==> src/rtl/uart_rx_buffered.sv <==
// uart_rx_buffered: 8N1 UART receiver feeding a first-word-fall-through byte FIFO.
// Ports: in_clk/in_reset (sync, active-high); rx_serial async line in; in_ready pops the head;
//        out_data/out_valid/out_count expose the FIFO head and occupancy; out_frame_err and
//        out_overflow are single-cycle error pulses one cycle after the stop-bit sample.
module uart_rx_buffered #(
  parameter int CLKS_PER_BIT = 640,
  parameter int DEPTH        = 16
) (
  input  logic                     in_clk,
  input  logic                     in_reset,
  input  logic                     rx_serial,
  input  logic                     in_ready,
  output logic [7:0]               out_data,
  output logic                     out_valid,
  output logic [$clog2(DEPTH):0]   out_count,
  output logic                     out_frame_err,
  output logic                     out_overflow
);

  localparam int CW   = $clog2(CLKS_PER_BIT);
  localparam int PW   = $clog2(DEPTH);
  localparam int CNTW = PW + 1;
  localparam logic [CW-1:0]   HALF_LAST = CW'(CLKS_PER_BIT / 2 - 1);
  localparam logic [CW-1:0]   BIT_LAST  = CW'(CLKS_PER_BIT - 1);
  localparam logic [CNTW-1:0] FULL_CNT  = CNTW'(DEPTH);

  typedef enum logic [2:0] {IDLE, START, DATA, STOP, RECOVER} state_t;

  state_t          state, state_nxt;
  logic            sync1, rxs;
  logic [CW-1:0]   cnt;
  logic [2:0]      bit_idx;
  logic [7:0]      shreg;
  logic            bit_smp, stop_smp;

  logic [7:0]      mem [DEPTH];
  logic [PW-1:0]   rd_ptr, wr_ptr;
  logic            pop, push, full;

  assign out_valid = (out_count != '0);
  assign out_data  = mem[rd_ptr];
  assign full      = (out_count == FULL_CNT);
  assign pop       = out_valid && in_ready;
  // A pop in the same cycle frees the slot, so a full FIFO can still take the byte.
  assign push      = stop_smp && rxs && (!full || pop);

  always_comb begin
    state_nxt = state;
    bit_smp   = 1'b0;
    stop_smp  = 1'b0;
    case (state)
      IDLE:    if (!rxs) state_nxt = START;
      // Mid-start re-check: a line that is high again was only a glitch.
      START:   if (cnt == HALF_LAST) state_nxt = rxs ? IDLE : DATA;
      DATA: begin
        if (cnt == BIT_LAST) begin
          bit_smp = 1'b1;
          if (bit_idx == 3'd7) state_nxt = STOP;
        end
      end
      STOP: begin
        if (cnt == BIT_LAST) begin
          stop_smp  = 1'b1;
          state_nxt = rxs ? IDLE : RECOVER;
        end
      end
      // Hold off until the line returns high so a break is not seen as a new start.
      RECOVER: if (rxs) state_nxt = IDLE;
      default: state_nxt = IDLE;
    endcase
  end

  always_ff @(posedge in_clk) begin
    if (in_reset) begin
      sync1         <= 1'b1;
      rxs           <= 1'b1;
      state         <= IDLE;
      cnt           <= '0;
      bit_idx       <= '0;
      shreg         <= '0;
      out_frame_err <= 1'b0;
      out_overflow  <= 1'b0;
    end else begin
      sync1 <= rx_serial;
      rxs   <= sync1;
      state <= state_nxt;
      if (state_nxt != state || bit_smp)
        cnt <= '0;
      else if (state == START || state == DATA || state == STOP)
        cnt <= cnt + 1'b1;
      else
        cnt <= '0;
      if (state == START)
        bit_idx <= '0;
      if (bit_smp) begin
        shreg   <= {rxs, shreg[7:1]};
        bit_idx <= bit_idx + 1'b1;
      end
      out_frame_err <= stop_smp && !rxs;
      out_overflow  <= stop_smp && rxs && full && !pop;
    end
  end

  always_ff @(posedge in_clk) begin
    if (in_reset) begin
      rd_ptr    <= '0;
      wr_ptr    <= '0;
      out_count <= '0;
      for (int i = 0; i < DEPTH; i++) mem[i] <= '0;
    end else begin
      if (push) begin
        mem[wr_ptr] <= shreg;
        wr_ptr      <= wr_ptr + 1'b1;
      end
      if (pop)
        rd_ptr <= rd_ptr + 1'b1;
      case ({push, pop})
        2'b10:   out_count <= out_count + 1'b1;
        2'b01:   out_count <= out_count - 1'b1;
        default: out_count <= out_count;
      endcase
    end
  end

endmodule

==> config.mk <==
export PLATFORM = sky130hd
export DESIGN_NAME = uart_rx_buffered
export DESIGN_NICKNAME = d
export VERILOG_FILES = /design/src/rtl/uart_rx_buffered.sv
export SDC_FILE = /design/constraint.sdc
export NUM_CORES = 1
export LEC_CHECK = 0
export BUFFER_PORTS_ARGS = -buffer_cell sky130_fd_sc_hd__clkbuf_2
export CAP_MARGIN = 20
export CORE_MARGIN = 10
export CORE_UTILIZATION = 25
export DETAILED_ROUTE_END_ITERATION = 16
export PLACE_DENSITY = 0.42
export SYNTH_ARGS = -nofsm -noshare
export SYNTH_HDL_FRONTEND = slang
export SYNTH_SLANG_ARGS = --single-unit
==> constraint.sdc <==
create_clock -name in_clk -period 6.2 [get_ports in_clk]
set_input_delay 0.93 -clock in_clk [delete_from_list [all_inputs] [get_ports in_clk]]
set_output_delay 0.93 -clock in_clk [all_outputs]
set_load 0.005 [all_outputs]
Word level (Yosys, flattened, before mapping)
Memories as Yosys holds them, arrays and structs flattened. A register that Yosys moved wholly into a read port is not among the register bits. Index checks and enable logic that the tools add are counted.

Register bits: 41. Latch bits: 0. Bits in writable memories: 128. Bits in read-only memories: 0. Output and inout port bits: 16. Memories: 1.

$add $sub $neg: 6. Multiply operators: 0. Divide/modulo/power cells: 0. Order comparisons: 0. Eq/ne operators: 11. Shift-type cells: 0. Muxes and demuxes: 25. Bitwise logic cells: 1. Reductions and logical operators: 19.

Memories: mem (words 16, bits a word 8, rd ports 1, clocked after memory_dff 1, wr ports 16, line 36) `logic [7:0] mem [DEPTH];`.

Operators with widths (count): $mux W3 (9); $pmux W3 S5 (1); $mux W4 (3); $add A10 B1 Y10 const B (1); $eq A10 B10 Y1 const B (1); $eq A10 B9 Y1 const B (1); $pmux W5 S2 (1); $mux W1 (9); $add A4 B1 Y4 const B (2); $mux W8 (1); $reduce_or A8 Y1 (1); $eq A3 B2 Y1 const B (2); $eq A3 B3 Y1 const B (2); $logic_and A1 B1 Y1 (6); $add A5 B1 Y5 const B (1); $eq A5 B5 Y1 const B (1); $reduce_bool A5 Y1 (1); $sub A5 B1 Y5 const B (1); $logic_or A1 B1 Y1 (4); $reduce_bool A2 Y1 (2); $add A3 B1 Y3 const B (1); $eq A3 B1 Y1 const B (1); $logic_not A1 Y1 (3); $logic_not A3 Y1 (1); 6 further kinds (6).

Longest topological paths before layout
Depth after elaboration: 10. Mapped depth: 9. Depth with buffers taken out: 9.

Least setup slack after synthesis
No wires, ideal clock.

Kind: in2reg. Start point: input in_reset. End point: memory mem[0][0] (enable). Library setup time: 0.384 ns. Arrival: 2.397 ns. Required time: 5.816 ns. Path slack: 3.419 ns. Stages on the path: 4. Buffers on the path: 1. Path through: clkbuf_1 > a211oi_1 > nand3_1 > o21ai_0.

RTL lines: start: declaration (line 10) `input logic in_reset,`; end: declaration (line 36).

==> flow_summary_export.csv <==
group,metric,value,unit
run_status,status,"finished clean",
synth,synth_fa_ha_area_share,2.02,%
floorplan,initial_core_util,25.4,%
synth,muxShareOfSynthArea,14.0,%
floorplan,die_y,197,um
setup_path,rr_worst_depth,5,
setup_path,r2r_slack,2.89,ns
job,cap_violations,0,
drt,drt_iter0_markers,470,
drt,route.vias.total,4965,
sta,fmax,285,MHz
sta,finalHoldViolCount,0,
grt,overflow,0,
hold_path,min_delay_path_depth,1,
power_and_ir_drop,p_per_area,271,nW/um^2
sta,period_share,56.7,%
layout,nets,659,
clock_tree,cts.clk_slew.worst_paths,0.07,ns
setup_path,critPathMaxFanout,32,
floorplan,fp.dieW,197,um
power_and_ir_drop,p_leak,2.88,nW
grt,grt_pass1_wl,30.5,mm
synth,synth_commonest_cells,"155 x nor2_1, 128 x edfxtp_1, 45 x dfxtp_1",
clock_tree,ctsResizeCount,0,
synth,yosys.cell_count.top_type,"nor2_1",
setup_path,r2r_end,"mem[15][4]$_SDFFCE_PN0P_",
drt,routed_wl,19.8,mm
synth,ys_seq_area_share,60.9,%
setup_path,end_kind,"primary output",
drt,avgRoutedWirePerCell,18.8,um
sta,setup_ws,2.69,ns
placement,dp_hpwl,14.0,mm
synth,ys_ff_latch,173,
sta,worstMarginPinSlew,1.04,ns
synth,synth_flop_cell,"edfxtp_1",
clock_tree,clk_path_buf_depth,2,
synth,yosys.area_share.xor_xnor,1.12,%
sta,fin_crit,3.51,ns
clock_tree,clk_latency,0.44,ns
clock_tree,htree_levels,4,
layout,utilization,29.3,%
power_and_ir_drop,ir_drop,0.162,mV
synth,synth.distinct_cells,48,
layout,drive_above_1_share,19.8,%
clock_tree,hold_buffers,0,
floorplan,num_rows,64,
clock_tree,clockRootBuffer,"clkbuf_16",
setup_path,cp.arrival,2.58,ns
setup_path,path_class,"register to primary output",
synth,synth-simple-area-share,15.8,%
sta,setup_violations,0,
placement,preCtsSetupSlack,2.43,ns
setup_path,critPathRequiredTime,5.27,ns
grt,grt_max_degree,38,
synth,synth_top_cell_area_share,49.3,%
synth,syn_inst,622,
floorplan,pin_count,20,
synth,synth_top_family_by_area,"simple AND/OR/NAND/NOR gates",
synth,ys_top_cells_by_area,"edfxtp_1 49%, dfxtp_1 12%, mux4_2 12%, nor2_1 7.5%, nand2_1 2.0%",
clock_tree,clock-sinks,173,
hold_path,hp-class,"register to register",
floorplan,core_area,30700,um^2
grt,antenna_found_initial,0,
synth,synth_edf_count,128,
sta,fin_setup_tns,0,ns
grt,grt_pass1_vias,5029,
floorplan,die_area,38600,um^2
synth,synth_compound_area_share,3.76,%
synth,syn_avg_cell_area,12.5,um^2
layout,area_growth,15.1,%
synth,yosys.area.top_type,"edfxtp_1",
setup_path,r2r_start,"cnt[0]$_SDFF_PP0_",
clock_tree,cts_tree,"built",
setup_path,worstSetupStartpointType,"register",
sta,max_slew_margin,30.0,%
sta,rsz0062_at_grt,"false",
hold_path,hold_end,"rxs$_SDFF_PP1_",
drt,remaining_drc_errors,0,
drt,final_antenna_net_count,0,
synth,syn-num-nets,638,
grt,grt_use_total,10.4,%
drt,viasPerCell,4.72,
drt,first_pass_iters,5,
hold_path,min-delay-start,"sync1$_SDFF_PP1_",
clock_tree,cts-buffers-inserted,17,
layout,antenna_cells,0,
synth,yosys_warnings,0,
synth,ys_async_sr_fraction,0,%
placement,io_buffers,19,
placement,gp_congestion,0.770,
synth,netlist_area,7790,um^2
clock_tree,cts_setup_buffers,0,
sta,fin_skew,0.0176,ns
sta,finalMaxSlewViolations,0,
## power breakdown
| group | switching, mW | internal (mW) | leakage (nW) | total (mW) |
|---|---|---|---|---|
| sequential | 0.0173 | 1.28 | 1.58 | 1.30 |
| clock | 0.517 | 0.546 | 0.292 | 1.06 |
| combinational | 0.0403 | 0.0279 | 1.01 | 0.0682 |
## worst max-delay path by stage
stage / start / end / depth (start not counted)
2_1_floorplan: in_reset / mem[0][0]$_SDFFCE_PN0P_ / 4
3_3_place_gp: in_reset / mem[11][6]$_SDFFCE_PN0P_ / 5
3_5_place_dp: in_reset / mem[11][5]$_SDFFCE_PN0P_ / 5
4_1_cts: register / out_data[3] / 4
5_1_grt: register / out_data[3] / 4
6_report: register / out_data[3] / 4
## logic make-up after synthesis
| family | after synthesis |
|---|---|
| and+or+nand+nor | 274 |
| DFF | 173 |
| muxes | 58 |
| AOI/OAI and AO/OA | 48 |
| buffers and inverters | 47 |
| adders and majority gates | 12 |
| xor gates and xnor gates | 10 |
## layout by cell type, fill, tap and decap left out, types with 13 or more instances in the layout
cell / n
clkbuf_16: 17
clkbuf_2: 24
mux2i_1: 13
dfxtp_1: 44
nor2_1: 155
o21ai_0: 19
mux4_2: 40
buf_4: 13
nand3_1: 20
edfxtp_1: 128
nand2_1: 42
nor3_1: 13
## critical path: stages (launching register included)
cell	delay, ns
dfxtp_2	0.31
buf_4	0.51
mux4_2	0.63
mux4_2	0.53
clkbuf_2	0.14
## routing by layer
layer | track usage [%] | wire (um) | up-vias
li1 | - | - | 2321
met1 | 13.3 | 8840 | 2499
met2 | 17.0 | 9720 | 132
met3 | 2.87 | 1090 | 13
met4 | 2.49 | 172 | 0
met5 | 0 | 0 | -
## sequential cells by signal, summed over array words and instances, names as in the netlist, named ones only
register,count
mem,128
bit_idx,3
wr_ptr,4
out_count,5
rxs,1
out_frame_err,1
shreg,8
sync1,1
cnt,10
state,3
out_overflow,1
rd_ptr,4
## per-stage QoR
stage / instance area, um^2 / total power [mW] / hold slack [ns] / instances
floorplan: 7790 / 1.36 / 0.389 / 622
global placement: 8310 / 1.39 / 0.404 / 1010
detailed placement: 8320 / 1.39 / 0.399 / 1011
CTS: 8930 / 2.46 / 0.421 / 1043
global route: 8970 / 2.53 / 0.427 / 1052
finish: 8970 / 2.43 / 0.417 / 1052
## layout make-up
class / count / area (um^2)
flip-flops and latches: 173 / 4750
repair buffers: 41 / 238
fillers: 3098 / 21700
clock inverters: 14 / 175
inverters: 8 / 30.0
multi-input cells: 402 / 2860
clock buffers: 18 / 429
well taps: 396 / 495
No activity file was read; power rests on OpenSTA's default activity.
